`src/rtl/palette_pkg.sv`:
```
// Shared definitions for the palette write controller.
// Register selects, widths, FIFO entry layout and FSM state codes.
package palette_pkg;

    localparam int ADDR_W  = 8;
    localparam int COLOR_W = 16;
    localparam int ENTRY_W = ADDR_W + COLOR_W;

    localparam logic [1:0] SEL_INDEX   = 2'd0;
    localparam logic [1:0] SEL_DATA_LO = 2'd1;
    localparam logic [1:0] SEL_DATA_HI = 2'd2;
    localparam logic [1:0] SEL_FILL    = 2'd3;

    localparam logic [0:0] ST_IDLE = 1'b0;
    localparam logic [0:0] ST_FILL = 1'b1;

    typedef struct packed {
        logic [ADDR_W-1:0]  addr;
        logic [COLOR_W-1:0] data;
    } pal_entry_t;

    // Fill length byte: 0 encodes a full 256-entry sweep.
    function automatic logic [ADDR_W:0] fill_len(
        input logic [ADDR_W-1:0] b
    );
        if (b == '0) begin
            return {1'b1, {ADDR_W{1'b0}}};
        end
        return {1'b0, b};
    endfunction

endpackage

```
`src/rtl/palette_wr_fifo.sv`:
```
// Synchronous circular-buffer FIFO for buffered host palette writes.
// Ports: clk, nrst (async low), push/din, pop/dout (head), full, empty.
module palette_wr_fifo #(
    parameter int DEPTH = 4,
    parameter int WIDTH = 24
) (
    input  logic             clk,
    input  logic             nrst,
    input  logic             push,
    input  logic [WIDTH-1:0] din,
    input  logic             pop,
    output logic [WIDTH-1:0] dout,
    output logic             full,
    output logic             empty
);

    localparam int AW = (DEPTH > 1) ? $clog2(DEPTH) : 1;
    localparam logic [AW:0] FULL_CNT = (AW + 1)'(DEPTH);

    logic [WIDTH-1:0] mem [DEPTH];
    logic [AW-1:0]    rd_ptr;
    logic [AW-1:0]    wr_ptr;
    logic [AW:0]      count;
    logic             do_push;
    logic             do_pop;

    // Fullness is judged on the current count, so a push at
    // full is dropped even if a pop happens in the same cycle.
    assign full    = (count == FULL_CNT);
    assign empty   = (count == '0);
    assign do_push = push & ~full;
    assign do_pop  = pop & ~empty;
    assign dout    = mem[rd_ptr];

    always_ff @(posedge clk) begin
        if (do_push) begin
            mem[wr_ptr] <= din;
        end
    end

    always_ff @(posedge clk or negedge nrst) begin
        if (!nrst) begin
            rd_ptr <= '0;
            wr_ptr <= '0;
            count  <= '0;
        end else begin
            if (do_push) begin
                wr_ptr <= wr_ptr + 1'b1;
            end
            if (do_pop) begin
                rd_ptr <= rd_ptr + 1'b1;
            end
            unique case ({do_push, do_pop})
                2'b10:   count <= count + 1'b1;
                2'b01:   count <= count - 1'b1;
                default: count <= count;
            endcase
        end
    end

endmodule

```
`src/rtl/palette_ctrl.sv`:
```
// Palette RAM write sequencer: host byte registers, write FIFO, fill engine.
// Ports: clk, nrst, host_wr/host_sel/host_data, blank -> busy, fifo_full,
//        overflow, pal_wr (low = write), pal_wr_addr, pal_wr_data.
module palette_ctrl
    import palette_pkg::*;
#(
    parameter int FIFO_DEPTH = 4,
    parameter bit BLANK_ONLY = 1'b1
) (
    input  logic               clk,
    input  logic               nrst,
    input  logic               host_wr,
    input  logic [1:0]         host_sel,
    input  logic [7:0]         host_data,
    input  logic               blank,
    output logic               busy,
    output logic               fifo_full,
    output logic               overflow,
    output logic               pal_wr,
    output logic [ADDR_W-1:0]  pal_wr_addr,
    output logic [COLOR_W-1:0] pal_wr_data
);

    logic [ADDR_W-1:0]  index;
    logic [7:0]         lo_latch;
    logic [COLOR_W-1:0] last_color;
    logic [COLOR_W-1:0] fill_color;
    logic [ADDR_W-1:0]  fill_addr;
    logic [ADDR_W:0]    fill_cnt;
    logic [0:0]         state;

    logic               sel_index;
    logic               sel_lo;
    logic               sel_hi;
    logic               sel_fill;
    logic               push_ok;
    logic               fill_ok;
    logic               perm;
    logic               do_pop;
    logic               do_fill;
    logic               fifo_empty;
    logic [ENTRY_W-1:0] fifo_dout;
    pal_entry_t         push_entry;
    pal_entry_t         head;

    assign sel_index = ~host_wr & (host_sel == SEL_INDEX);
    assign sel_lo    = ~host_wr & (host_sel == SEL_DATA_LO);
    assign sel_hi    = ~host_wr & (host_sel == SEL_DATA_HI);
    assign sel_fill  = ~host_wr & (host_sel == SEL_FILL);

    assign push_entry.addr = index;
    assign push_entry.data = {host_data, lo_latch};

    assign push_ok = sel_hi & ~fifo_full;
    assign fill_ok = sel_fill & (state == ST_IDLE) & fifo_empty;

    // Host FIFO always wins; the fill only uses otherwise idle slots.
    assign perm    = blank | ~BLANK_ONLY;
    assign do_pop  = ~fifo_empty & perm;
    assign do_fill = ~do_pop & (state == ST_FILL) & perm;

    assign head = pal_entry_t'(fifo_dout);
    assign busy = ~fifo_empty | (state == ST_FILL);

    palette_wr_fifo #(
        .DEPTH (FIFO_DEPTH),
        .WIDTH (ENTRY_W)
    ) u_fifo (
        .clk   (clk),
        .nrst  (nrst),
        .push  (sel_hi),
        .din   (push_entry),
        .pop   (do_pop),
        .dout  (fifo_dout),
        .full  (fifo_full),
        .empty (fifo_empty)
    );

    // Host register file.
    always_ff @(posedge clk or negedge nrst) begin
        if (!nrst) begin
            index      <= '0;
            lo_latch   <= '0;
            last_color <= '0;
            overflow   <= 1'b0;
        end else begin
            unique case (1'b1)
                sel_index: begin
                    index    <= host_data;
                    overflow <= 1'b0;
                end
                sel_lo: begin
                    lo_latch <= host_data;
                end
                sel_hi: begin
                    if (push_ok) begin
                        last_color <= push_entry.data;
                        index      <= index + 8'd1;
                    end else begin
                        overflow <= 1'b1;
                    end
                end
                sel_fill: begin
                    if (!fill_ok) begin
                        overflow <= 1'b1;
                    end
                end
                default: begin
                end
            endcase
        end
    end

    // Fill engine FSM.
    always_ff @(posedge clk or negedge nrst) begin
        if (!nrst) begin
            state      <= ST_IDLE;
            fill_addr  <= '0;
            fill_cnt   <= '0;
            fill_color <= '0;
        end else if (fill_ok) begin
            state      <= ST_FILL;
            fill_addr  <= index;
            fill_cnt   <= fill_len(host_data);
            fill_color <= last_color;
        end else if (do_fill) begin
            fill_addr <= fill_addr + 8'd1;
            fill_cnt  <= fill_cnt - 9'd1;
            if (fill_cnt == 9'd1) begin
                state <= ST_IDLE;
            end
        end
    end

    // Registered palette write port; address/data hold when idle.
    always_ff @(posedge clk or negedge nrst) begin
        if (!nrst) begin
            pal_wr      <= 1'b1;
            pal_wr_addr <= '0;
            pal_wr_data <= '0;
        end else if (do_pop) begin
            pal_wr      <= 1'b0;
            pal_wr_addr <= head.addr;
            pal_wr_data <= head.data;
        end else if (do_fill) begin
            pal_wr      <= 1'b0;
            pal_wr_addr <= fill_addr;
            pal_wr_data <= fill_color;
        end else begin
            pal_wr <= 1'b1;
        end
    end

endmodule

```
`config.mk`:
```
export PLATFORM = sky130hd
export DESIGN_NAME = palette_ctrl
export DESIGN_NICKNAME = d
export VERILOG_FILES = /design/src/rtl/palette_pkg.sv /design/src/rtl/palette_wr_fifo.sv /design/src/rtl/palette_ctrl.sv
export SDC_FILE = /design/constraint.sdc
export NUM_CORES = 1
export LEC_CHECK = 0
export BUFFER_PORTS_ARGS = -buffer_cell sky130_fd_sc_hd__buf_2
export CAP_MARGIN = 20
export CORE_ASPECT_RATIO = 1.4
export CORE_UTILIZATION = 43
export DETAILED_ROUTE_END_ITERATION = 10
export GPL_TIMING_DRIVEN = 0
export SLEW_MARGIN = 20
export SYNTH_ARGS = -nofsm -noshare
export SYNTH_HDL_FRONTEND = slang
export SYNTH_SLANG_ARGS = --single-unit
```
`constraint.sdc`:
```
create_clock -name clk -period 7 [get_ports clk]
set_input_delay 0.7 -clock clk [delete_from_list [all_inputs] [get_ports clk]]
set_output_delay 0.7 -clock clk [all_outputs]
set_load 0.02 [all_outputs]
```
# Word level (Yosys, flattened, before mapping)
# Memories as Yosys holds them, arrays and structs flattened.
# Index checks and enable logic that the tools add are counted.
# classes
add_sub_neg	7
n_eq_ne	10
n_reduce_logical	13
bitwise_logic	17
muxes	25
# op_table
op	count
$mux W8	5
$mux W9	4
$mux W16	2
$add A8 B1 Y8 const B	2
$pmux W8 S2	1
$and A1 B1 Y1	11
$mux W1	11
$reduce_bool A2 Y1	5
$eq A9 B1 Y1 const B	1
$sub A9 B1 Y9 const B	1
$logic_not A8 Y1	1
$eq A2 B2 Y1 const B	3
$ne A2 B2 Y1 const B	3
$pmux W3 S2	1
$reduce_and A2 Y1	3
$not A1 Y1	5
$add A2 B1 Y2 const B	2
$eq A2 B1 Y1 const B	2
$add A3 B1 Y3 const B	1
$eq A3 B3 Y1 const B	1
$logic_not A3 Y1	1
$pmux W1 S3	1
$reduce_and A3 Y1	1
$reduce_bool A3 Y1	1
other kinds (3)	3
# word_totals
mem_bits_rw	96
out_inout_bits	28
elab_cells	87
register_bits	99
input_bits	14
n_memories	1
# memory_table
memory	depth	width	read_ports	rd_clocked_by_memory_dff	write_ports	line	text
u_fifo.mem	4	24	1	0	1	palette_wr_fifo.sv:20	logic [WIDTH-1:0] mem [DEPTH];

# Depth between registers and ports, before layout
# Gate-level depths: netlist of the first run.
# logic_depth
ltp_word	8
depth_mapped	11
depth_no_buf	9

# By module
# A second synthesis of the first run with hierarchy kept.
# hier_totals
cells_unflattened	567
hier_area_um2	8086.5
# by_module_without_submodules
mod	cells_each	area_per_inst_um2	instances	seq_area_each_um2
palette_ctrl	404	4152.7	1	2303.5
palette_wr_fifo	163	3933.8	1	3057.9

# Worst setup path before layout of the first run
# Ideal clock, no wire load.
# synth_path
path_kind	register -> register
from	register u_fifo.count[0]
to	register u_fifo.count[2]
arrival_time_ns	2.625
slack_ns	4.296
setup_ns	0.079
n_path_buf	2
synth_period_minus_slack_ns	2.704
stages_incl_launch_ff	12
required_ns	6.921
cell_sequence	dfrtp_1 nor3b_1 nor2b_1 clkbuf_1 buf_2 inv_1 ha_1 inv_1 fa_1 xor2_1 nor2_1 xor2_1
# synth_between
elab_cells_between_ends	13
classes_between	2 x add/sub; 3 x eq/ne; 1 x mux; 5 x bitwise; 2 x reduce/logical
# synth_lines
element	line	text
from (decl)	palette_wr_fifo.sv:23	logic [AW:0] count;
from (signal assigned)	palette_wr_fifo.sv:54	2'b10: count <= count + 1'b1;
from (signal assigned)	palette_wr_fifo.sv:55	2'b01: count <= count - 1'b1;
from (signal assigned)	palette_wr_fifo.sv:56	default: count <= count;
$eq A3 B3 Y1 *	palette_wr_fifo.sv:29	assign full = (count == FULL_CNT);
net fifo_full	palette_ctrl.sv:17	output logic fifo_full,
$not A1 Y1 *	palette_wr_fifo.sv:31	assign do_push = push & ~full;
$and A1 B1 Y1 *	palette_wr_fifo.sv:31	
$eq A2 B1 Y1 or $eq A2 B2 Y1 (tied branches)	palette_wr_fifo.sv:53	unique case ({do_push, do_pop})
$pmux W3 S2 or $reduce_bool A2 Y1 (tied branches)	-	
# Mark *: on every way through the listed nets, which the timed path passes. The rest lies on a longest branch.
# A chain may end at the register's enable or synchronous reset.

# Final worst setup path of the first run
# layout_path
from	register u_fifo.count[0]
to	register u_fifo.count[2]
# layout_between
elab_chain_cells	6
elab_cells_between_ends	13
classes_between	2 x add/sub; 3 x eq/ne; 1 x mux; 5 x bitwise; 2 x reduce/logical
# layout_rtl
element	line	text
$logic_not A3 Y1 *	palette_wr_fifo.sv:30	assign empty = (count == '0);
$not A1 Y1 *	palette_wr_fifo.sv:32, palette_ctrl.sv:59	
$and A1 B1 Y1	palette_ctrl.sv:59	assign do_pop = ~fifo_empty & perm;
$and A1 B1 Y1 *	palette_wr_fifo.sv:32	assign do_pop = pop & ~empty;
net u_fifo.do_pop	palette_wr_fifo.sv:25	logic do_pop;
$eq A2 B1 Y1 or $eq A2 B2 Y1 (tied branches)	palette_wr_fifo.sv:53	
$pmux W3 S2 or $reduce_bool A2 Y1 (tied branches)	-	
# Marks and branches as above.

==> results of run 1 <==
cells in the final DEF (no fill, tap or decap), types with 3 or more instances in the layout:
master	count
nand2_1	125
o311ai_0	6
and2_2	4
a21oi_1	11
nor2b_1	4
mux2_2	24
clkinv_4	5
buf_2	47
nor2_1	31
nand4_1	3
ha_1	9
clkinv_1	5
inv_1	13
edfxtp_1	96
clkbuf_1	20
o22ai_1	4
a31oi_1	24
o21ai_0	13
nand3_1	9
bufinv_16	3
xor2_1	3
o211ai_1	9
mux4_2	24
a221o_1	4
dfrtp_1	98
clkbuf_16	17
nor3_1	5
xnor2_1	4
logic make-up after synthesis:
logic type	after synthesis	share of synthesized area
AO/OA/AOI/OAI	84	0.07001
XOR/XNOR	7	0.007658
AND/OR/NAND/NOR	202	0.1116
buffers and inverters	42	0.02078
multiplexers	50	0.1038
flip-flops	195	0.6696
adder cells (fa/ha/maj)	10	0.01657
layer usage:
layer | wire length, microns | track usage | vias to the layer above
met2 | 9768 | 0.3671 | 130
met3 | 634 | 0.04853 | 26
met5 | 0 | 0 | -
li1 | - | - | 2295
met4 | 265 | 0.06612 | 0
met1 | 7714 | 0.2490 | 2585
worst reg2reg max path, stage by stage, from the launching register on:
cell and delay (ns):
dfrtp_1 0.45, or3_1 0.15, clkbuf_1 0.22, nand2_1 0.37, clkinv_1 0.31, buf_1 0.51
ha_1 0.30, inv_1 0.06, fa_1 0.37, xor2_1 0.15, nor2_1 0.11, xor2_1 0.15
flip-flops by register name (all words and copies together), names as in the netlist:
signal         cells
u_fifo.mem        96
fill_color        16
last_color        16
pal_wr_data       16
fill_cnt           9
fill_addr          8
index              8
lo_latch           8
pal_wr_addr        8
u_fifo.count       3
u_fifo.rd_ptr      2
u_fifo.wr_ptr      2
overflow           1
pal_wr             1
state              1
area by class of cell:
type                    count  area, sq um
plain buffers              28        113.9
clock buffers              17        425.4
clock inverters            15        166.4
fillers                  1539         8927
inverters                  14        52.55
multi-input cells         353         2484
flip-flops and latches    195         5361
well taps                 240        300.3
repair buffers             42        239.0
through the flow:
stage / worst slack [ns] / hold WS [ns] / util / power (mW)
after global routing: 3.457 / 0.1112 / 0.5060 / 3.863
after floorplan: 4.296 / 0.4044 / - / 2.370
final: 3.776 / 0.1166 / 0.5060 / 3.652
after detailed placement: 3.663 / 0.4543 / 0.4732 / 2.711
after CTS: 3.700 / 0.1106 / 0.5060 / 3.687
after global placement: 3.312 / 0.4485 / 0.4711 / 2.659
worst paths after layout:
check	startpoint	to	slack (ns)	cells after the start
min in group clk	last_color[1]$_DFFE_PN0P_	fill_color[1]$_DFFE_PN0N_	0.47	2
setup reg to reg	u_fifo.count[0]$_DFFE_PN0P_	u_fifo.count[2]$_DFFE_PN0P_	3.78	11
hold reg to reg	last_color[1]$_DFFE_PN0P_	fill_color[1]$_DFFE_PN0N_	0.47	2
hold / removal	nrst	pal_wr_data[7]$_DFFE_PN0N_	0.12	1
setup / recovery	u_fifo.count[0]$_DFFE_PN0P_	u_fifo.count[2]$_DFFE_PN0P_	3.78	11
max in group asynchronous	nrst	fill_addr[5]$_DFFE_PN0P_	6.23	2
power groups by stage:
stage               sequential (mW)  combinational, mW  clock [mW]
floorplan                      1.76              0.612           0
CTS                            1.71              0.981       0.993
finish                         1.71              0.963       0.976
global placement               1.72              0.941           0
detailed placement             1.73              0.977           0
global route                   1.75               1.07        1.04
==> key figures, run 1 <==
Synth
  – Ys async rst share: 0.5077
  – Unique cell type count in the Yosys netlist: 52
  – Most common cell in the synthesized netlist: nand2_1
  – Post-Syn Instances: 590
  – YS warnings: 0
  – Post-synth top area cell: edfxtp_1
  – Top-area cell type share of the netlist area: 0.3601
  – EDFF count, synth: 96
  – Ys flop type: dfrtp_1
  – Avg Cell Area, Syn: 13.57 sq um
  – Post-synthesis cell area: 0.008006 sq mm
  – Synth Register Bits: 195
  – Post-synthesis sequential area ratio: 0.6696
  – Largest cells by area after synthesis: edfxtp_1, dfrtp_1, mux4_2
  – Top post-synthesis cells by count: nand2_1, dfrtp_1, edfxtp_1
  – Syn nets: 614

Timing
  – Fin crit share: 0.4606
  – Transition time of the tightest slew-check pin: 0.9760 ns
  – Tmin final: 3.224 ns
  – Fin. Hold Viols: 0
  – Unrepaired setup endpoints after global routing: no
  – Setup violations, final: 0
  – Fmax: 0.3101 GHz
  – Setup TNS: 0 ns
  – Max Slew Vio Count: 0
  – Slew headroom: 0.3465
  – Worst clock skew: roughly 0.0075 ns

Worst hold path
  – Hold Crit Class: in -> async

Global routing
  – Initial antenna violation count: 0
  – Global-route wire length before repair: 29300 microns
  – Pin count of the biggest net entering global routing: 79
  – GR Overflow Total: 0
  – GRT Overall Usage: 0.2072
  – Vias in the first global route: roughly 5200

Critical path
  – Most used cell, CP: xor2_1
  – WP data arrival: 3.58 ns
  – Slowest CP cell: buf_1
  – Worst Path Buf+Inv: 4
  – Data required, critical path: 7.36 ns
  – CP Launch Type: flip-flop
  – Crit Path Category: reg -> reg
  – Max FO, Critical Path: 10
  – CP max stage delay: between 0.5 and 0.6 ns
  – Worst path cell trace: or3_1 -> clkbuf_1 -> nand2_1 -> clkinv_1 -> buf_1 -> ha_1 -> inv_1 -> fa_1 -> xor2_1 -> nor2_1 -> xor2_1
  – CP Capture Type: flip-flop
  – Top Family by Delay on Critical Path: buffers and inverters

Place
  – Final RePlAce weighted congestion: just under 0.9
  – Placed cell area: 0.008551 sq mm
  – Post-DP HPWL: around 12000 microns
  – Port buffer count: 41
  – Post-Place Cells: 872

Flow run
  – Maxcap violations: 0

Floorplanning
  – Area of the core: between 0.015 and 0.02 sq mm
  – Initial cell density of the core: 0.4431
  – Die ar.: 0.01918 sq mm
  – Row cnt: 58
  – Die Height: 163.5 microns
  – Die width: 117.3 microns
  – Num ports: 42

Pwr
  – Clock share of power: 0.267
  – P_leak: 3.527 nW
  – VDD IR max: roughly 0.00017 V
  – Part of the power in registers: 0.469
  – Comb pwr share: 0.264
  – Psw: 1.180 mW
  – Power per cell area: 399.5 mW/mm^2
  – Sw Share: 0.3230
  – Internal power: 2.472 mW

Finish
  – N_diodes: 0
  – Synth-to-Final Area Change: 14.19%
  – Nets: 675
  – Post-layout instance area: 0.009143 sq mm
  – Cell Count, Final, Fillers Out: approximately 900
  – Layout cells sized above 1: 0.2033

Detailed routing
  – Wire length per cell: 20.33 microns
  – Initial DRC Count: 344
  – DRT Wirelength: 18380 microns
  – First-pass iteration count of the detailed router: 5
  – Vias/cell: 5.571
  – Post-route ant nets: 0
  – Remaining DRCs: 0
  – Via count: 5036

Clock network
  – Num Clock Sinks: 195
  – Clk Latency, worst-skew pair: 0.43 ns
  – Maximum clock insertion buffer count: 2
  – Setup bufs post-CTS: 0
  – CTS tree: built
  – Total CTS buffers: 17
  – H-tree depth: 4
  – Clock slew seen by the registers of the worst setup and hold paths: roughly 0.07 ns
  – Hold-fix buffers, CTS: 0
  – Clock root buffer: clkbuf_16
  – Post-cts gate resize count: 0

Status
  – Status: completed
(Power assumes the default switching activity.)
==> run 2, diff against run 1 <==
- clock period: 7 -> 2.9 ns (I/O delays scaled with it)
==> key figures, run 2 (synthesized netlist as in run 1, its figures left out) <==
Pwr
  – VDD IR max: 0.0004056 V (+140%)
  – Power per cell area: 963.9 mW/mm^2 (+140%)
  – P_leak: 3.538 nW (+0.30%)
  – Power consumption: 8.839 mW (+140%)

Detailed routing
  – DRT Wirelength: 18450 microns (+0.34%)
  – Via count: 5026 (-0.20%)
  – First-pass iteration count of the detailed router: 5 (unchanged)
  – Initial DRC Count: 348 (+1.2%)
  – Post-route ant nets: 0 (unchanged)
  – Wire length per cell: 20.38 microns (+0.23%)
  – Vias/cell: 5.554 (-0.31%)
  – Remaining DRCs: 0 (unchanged)

Critical path
  – CP Launch Type: flip-flop
  – Register-to-register setup slack: 0.22 ns (-3.56 ns)
  – Slowest CP cell: dfrtp_1
  – Data required, critical path: 3.26 ns (-4.10 ns)
  – Crit Path Category: reg -> reg
  – R2r startpoint: u_fifo.count[0]$_DFFE_PN0P_
  – Worst path cell trace: nor3b_4 -> nor2b_1 -> clkbuf_1 -> buf_2 -> inv_1 -> ha_1 -> inv_1 -> fa_1 -> xor2_1 -> nor2_1 -> xor2_1
  – Max FO, Critical Path: 10 (unchanged)
  – CP Capture Type: flip-flop
  – CP max stage delay: 0.47 ns (-0.04 ns)
  – WP data arrival: 3.04 ns (-0.54 ns)
  – Critical Path Start: u_fifo.count[0]$_DFFE_PN0P_

Worst hold path
  – Hold Crit Class: in -> reg
  – Worst Hold Launch: host_sel[1]

Timing
  – Fmax: 0.3725 GHz (+20%)
  – Worst clock skew: 0.005981 ns (-0.001521 ns)
  – Tmin final: 2.684 ns (-0.5402 ns)
  – Fin crit share: 0.9256 (+0.4650)
  – Fin. Hold Viols: 0 (unchanged)
  – Setup violations, final: 0 (unchanged)
  – Slew headroom: 0.3575 (+0.01096)
  – Max Slew Vio Count: 0 (unchanged)
  – Transition time of the tightest slew-check pin: 0.9596 ns (-0.01636 ns)

Global routing
  – GRT Overall Usage: 0.2071 (about the same)
  – Global-route wire length before repair: 29300 microns (about the same)
  – GR Overflow Total: 0 (unchanged)
  – Initial antenna violation count: 0 (unchanged)
  – Pin count of the biggest net entering global routing: 79 (unchanged)
  – Vias in the first global route: 5241 (+0.13%)

Finish
  – Layout cells sized above 1: 0.2078 (+0.004518)
  – Cell Count, Final, Fillers Out: 905 (+0.11%)
  – Most common cell after layout, fill and taps aside: nand2_1
  – Number of fill cells: 1537 (-0.13%)
  – Nets: 675 (unchanged)
  – Biggest register: u_fifo.mem
  – Largest register FFs: 96 (unchanged)
  – Most frequent cells in the layout: nand2_1, dfrtp_1, edfxtp_1, buf_2, nor2_1
  – Synth-to-Final Area Change: 14.53%

Place
  – Post-DP HPWL: 12130 microns (unchanged)
  – Post-Place Cells: 872 (unchanged)
  – Port buffer count: 41 (unchanged)
  – Final RePlAce weighted congestion: 0.8698 (unchanged)

Floorplanning
  – Area of the core: 0.01807 sq mm (unchanged)
  – Row cnt: 58 (unchanged)
  – Die ar.: 0.01918 sq mm (unchanged)
  – Initial cell density of the core: 0.4431 (unchanged)
  – Die width: 117.3 microns (unchanged)
  – Die Height: 163.5 microns (unchanged)
  – Num ports: 42 (unchanged)

Clock network
  – Num Clock Sinks: 195 (unchanged)
  – Clock root buffer: clkbuf_16
  – Setup bufs post-CTS: 0 (unchanged)
  – H-tree depth: 4 (unchanged)
  – Maximum clock insertion buffer count: 2 (unchanged)
  – Clock slew seen by the registers of the worst setup and hold paths: 0.07 ns (about the same)
  – Clk Latency, worst-skew pair: 0.43 ns (about the same)
  – Total CTS buffers: 17 (unchanged)
  – CTS tree: built

Flow run
  – Maxcap violations: 0 (unchanged)

Status
  – Status: completed
## run 2: per-layer routing
layer / vias to the layer above / GRT usage / wire [microns]
met3: 25 / 0.04818 / 750
met2: 148 / 0.3666 / 9860
met1: 2559 / 0.2495 / 7584
li1: 2294 / - / -
met5: - / 0 / 0
met4: 0 / 0.06612 / 249
## run 2: what timing repair did
item                                    CTS  global route
resized for setup                         3             2
hold buffers                              1             0
pin swaps                                 0             0
endpoints found under the setup margin    3             2
hold endpoints to repair                 21             0
## run 2: cell type report
class / instances / area, sq um / share of cell area
clock inverters: 15 / 166.4 / 0.01815
flip-flops and latches: 195 / 5361 / 0.5847
multi-input cells: 353 / 2497 / 0.2723
inverters: 14 / 57.56 / 0.006276
clock buffers: 17 / 425.4 / 0.04639
plain buffers: 27 / 110.1 / 0.01201
repair buffers: 43 / 249.0 / 0.02715
diodes: 1 / 2.502 / 0.0002729
well taps: 240 / 300.3 / 0.03275
## run 2: report_power, final
part	internal, mW	total [mW]	switching (mW)	leakage (nW)
clock network	1.35	2.36	1.01	0.287
registers	3.62	4.14	0.527	2.07
logic	1.01	2.34	1.32	1.18
total	5.98	8.84	2.86	3.54
## run 2: worst paths after layout
path | endpoint | cells after the start
worst min-delay path | overflow$_DFFE_PN0P_ | 2
max in group asynchronous | fill_addr[5]$_DFFE_PN0P_ | 3
min in group asynchronous | pal_wr_data[7]$_DFFE_PN0N_ | 2
worst min register to register | fill_color[1]$_DFFE_PN0N_ | 2
worst max-delay path | u_fifo.count[2]$_DFFE_PN0P_ | 11
worst max register to register | u_fifo.count[2]$_DFFE_PN0P_ | 11
## run 2: through the flow
step	util	setup WS [ns]	hold slack [ns]	cell area (sq um)	setup TNS, ns
after floorplan	-	0.1959	-0.005591	8006	0
after global placement	0.4711	-0.3784	0.4485	8512	-36.54
after detailed placement	0.4732	-0.3568	0.1620	8551	-0.6952
after CTS	0.5069	0.08810	0.1354	9159	0
after global routing	0.5073	-0.0008342	0.1469	9168	-0.0008342
final	0.5075	0.2158	0.1554	9170	0
## run 2: worst max-delay path: cells and delay by family (launching register included)
kind,cells,cell delay [ns]
DFF,1,0.47
xor gates and xnor gates,2,0.30
adders and majority gates,2,0.58
and+or+nand+nor,3,0.48
buffers and inverters,4,0.78
==> run 3, diff against run 2 <==
--- a/config.mk
+++ b/config.mk
@@ -12,4 +12,5 @@
 export DETAILED_ROUTE_END_ITERATION = 10
 export GPL_TIMING_DRIVEN = 0
+export PLACE_DENSITY_LB_ADDON = 0.12
 export SLEW_MARGIN = 20
 export SYNTH_ARGS = -nofsm -noshare
==> constraint.sdc (replaced) <==
create_clock -name clk -period 2.9 [get_ports clk]
set_input_delay 0.29 -clock clk [delete_from_list [all_inputs] [get_ports clk]]
set_output_delay 0.29 -clock clk [all_outputs]
set_load 0.005 [all_outputs]
==> key figures, run 3 (synthesized netlist as in run 1, its figures left out) <==
Status
  – Status: completed

Floorplanning
  – Die width: 117.3 microns (unchanged)
  – Num ports: 42 (unchanged)
  – Row cnt: 58 (unchanged)
  – Initial cell density of the core: 0.4431 (unchanged)
  – Area of the core: 0.01807 sq mm (unchanged)
  – Die Height: 163.5 microns (unchanged)
  – Die ar.: 0.01918 sq mm (unchanged)

Place
  – Port buffer count: 41 (unchanged)
  – Post-Place Cells: 873 (+0.11%)
  – Placed cell area: 0.008578 sq mm (+0.32%)
  – Post-DP HPWL: 12570 microns (+3.6%)
  – Final RePlAce weighted congestion: 0.8823 (+1.4%)

Timing
  – Fmax: 0.3701 GHz (-0.65%)
  – Tmin final: 2.702 ns (+0.01751 ns)
  – Slew headroom: 0.2735 (-0.08396)
  – Max Slew Vio Count: 0 (unchanged)
  – Setup TNS: 0 ns (unchanged)
  – Transition time of the tightest slew-check pin: 1.085 ns (+0.1254 ns)
  – Unrepaired setup endpoints after global routing: no
  – Fin crit share: 0.9316 (+0.006037)
  – Fin. Hold Viols: 0 (unchanged)
  – Setup violations, final: 0 (unchanged)
  – Worst clock skew: 0.01038 ns (+0.004398 ns)
  – Hold slack: 0.1625 ns (+0.007101 ns)

Pwr
  – Power consumption: 8.585 mW (-2.9%)
  – VDD IR max: 0.0003923 V (-3.3%)
  – Comb pwr share: 0.251 (-0.013)
  – Internal power: 5.886 mW (-1.5%)
  – Part of the power in registers: 0.481 (+0.012)
  – Sw Share: 0.3144 (-0.009426)
  – Psw: 2.699 mW (-5.7%)
  – P_leak: 3.540 nW (about the same)
  – Power per cell area: 935.0 mW/mm^2 (-3.0%)
  – Clock share of power: 0.268 (about the same)

Clock network
  – Setup bufs post-CTS: 0 (unchanged)
  – Clock slew seen by the registers of the worst setup and hold paths: 0.07 ns (about the same)
  – CTS tree: built
  – H-tree depth: 4 (unchanged)
  – Total CTS buffers: 17 (unchanged)
  – Num Clock Sinks: 195 (unchanged)
  – Clk Latency, worst-skew pair: 0.43 ns (about the same)
  – Clock root buffer: clkbuf_16
  – Maximum clock insertion buffer count: 2 (unchanged)

Finish
  – Number of fill cells: 1595 (+3.8%)
  – Nets: 676 (+0.15%)
  – Synth-to-Final Area Change: 14.67%
  – Post-layout instance area: 0.009181 sq mm (+0.12%)
  – Largest register FFs: 96 (unchanged)
  – Cell Count, Final, Fillers Out: 905 (unchanged)
  – Most common cell after layout, fill and taps aside: nand2_1
  – Most frequent cells in the layout: nand2_1, dfrtp_1, edfxtp_1, buf_2, nor2_1
  – Biggest register: u_fifo.mem
  – N_diodes: 0 (-1)
  – Layout cells sized above 1: 0.2120 (+0.004199)

Detailed routing
  – Wire length per cell: 20.85 microns (+2.3%)
  – Post-route ant nets: 0 (unchanged)
  – Initial DRC Count: 267 (-23%)
  – First-pass iteration count of the detailed router: 4 (-1)
  – Remaining DRCs: 0 (unchanged)
  – Vias/cell: 5.494 (-1.1%)
  – Via count: 4972 (-1.1%)
  – DRT Wirelength: 18870 microns (+2.3%)

Worst hold path
  – Hold Crit Class: in -> reg
  – Worst Hold Depth: 2 (unchanged)

Critical path
  – Max FO, Critical Path: 10 (unchanged)
  – Crit Path Category: reg -> reg
  – CP Launch Type: flip-flop
  – R2r worst-path depth: 11 (unchanged)
  – Data required, critical path: 3.26 ns (about the same)
  – WP data arrival: 3.06 ns (+0.02 ns)
  – CP Capture Type: flip-flop

Global routing
  – Vias in the first global route: 5164 (-1.5%)
  – GRT Overall Usage: 0.2121 (+0.004998)
  – Initial antenna violation count: 0 (unchanged)
  – GR Overflow Total: 0 (unchanged)
  – Pin count of the biggest net entering global routing: 64 (-19%)
  – Global-route wire length before repair: 29660 microns (+1.2%)

Flow run
  – Maxcap violations: 0 (unchanged)
==> run 3: cell types whose count changed in the layout (fill, tap and decap cells not counted), sizes merged <==
cell,before,now
buf,49,51
bufinv,3,1
clkinvlp,1,3
inv,13,19
clkinv,12,3
diode,1,0
clkbuf,37,39
==> run 3: layer usage <==
layer,up-vias,GRT usage,share of wire
met2,105,0.3787,0.53
met4,0,0.09032,0.029
met5,-,0,0
met3,28,0.03596,0.032
met1,2540,0.2526,0.41
li1,2299,-,-
==> run 3: worst paths after layout <==
kind | startpoint | to | slack (ns)
setup reg to reg | u_fifo.count[0]$_DFFE_PN0P_ | u_fifo.count[2]$_DFFE_PN0P_ | 0.20
hold / removal | host_sel[1] | overflow$_DFFE_PN0P_ | 0.16
setup / recovery | u_fifo.count[0]$_DFFE_PN0P_ | u_fifo.count[2]$_DFFE_PN0P_ | 0.20
max in group asynchronous | nrst | fill_addr[6]$_DFFE_PN0P_ | 1.90
min in group asynchronous | nrst | last_color[3]$_DFFE_PN0P_ | 0.34
hold reg to reg | last_color[4]$_DFFE_PN0P_ | fill_color[4]$_DFFE_PN0N_ | 0.47
==> run 3: power by group through the flow <==
stage | combinational (mW) | clock [mW] | sequential (mW)
6_report | 2.16 | 2.30 | 4.13
5_1_grt | 2.40 | 2.44 | 4.22
4_1_cts | 2.19 | 2.34 | 4.13
3_5_place_dp | 2.18 | 0 | 4.17
3_3_place_gp | 2.10 | 0 | 4.14
2_1_floorplan | 1.47 | 0 | 4.04
==> run 3: stage by stage <==
stage,utilization,worst slack (ns)
2_1_floorplan,-,0.4977
3_3_place_gp,0.4711,-0.6184
3_5_place_dp,0.4747,-0.4183
4_1_cts,0.5077,0.05140
5_1_grt,0.5081,0.02441
6_report,0.5081,0.1983
==> run 3: repair_timing <==
| item | 4_1_cts | 5_1_grt |
|---|---|---|
| hold buffers | 1 | 0 |
| hold endpoints to repair | 35 | 0 |
| pin swaps | 0 | 0 |
| gates resized for setup | 4 | 2 |
| endpoints found under the setup margin | 3 | 1 |
==> run 3: critical path: stages, from the launching register on <==
cell	delay, ns
dfrtp_1	0.47
nor3b_4	0.26
nor2b_1	0.07
clkbuf_1	0.29
buf_2	0.28
inv_1	0.16
ha_1	0.22
inv_1	0.07
fa_1	0.38
xor2_1	0.15
nor2_1	0.12
xor2_1	0.15
==> run 3: cell type report <==
type                            instances  area [sq um]  share of cell area
Buffer                                 27         111.4             0.01213
Clock buffer                           20         457.9             0.04988
Clock inverter                         12         117.6             0.01281
Inverter                               14         53.80            0.005860
Multi-Input combinational cell        353          2502              0.2726
Sequential cell                       195          5361              0.5839
Tap cell                              240         300.3             0.03271
Timing Repair Buffer                   44         276.5             0.03012
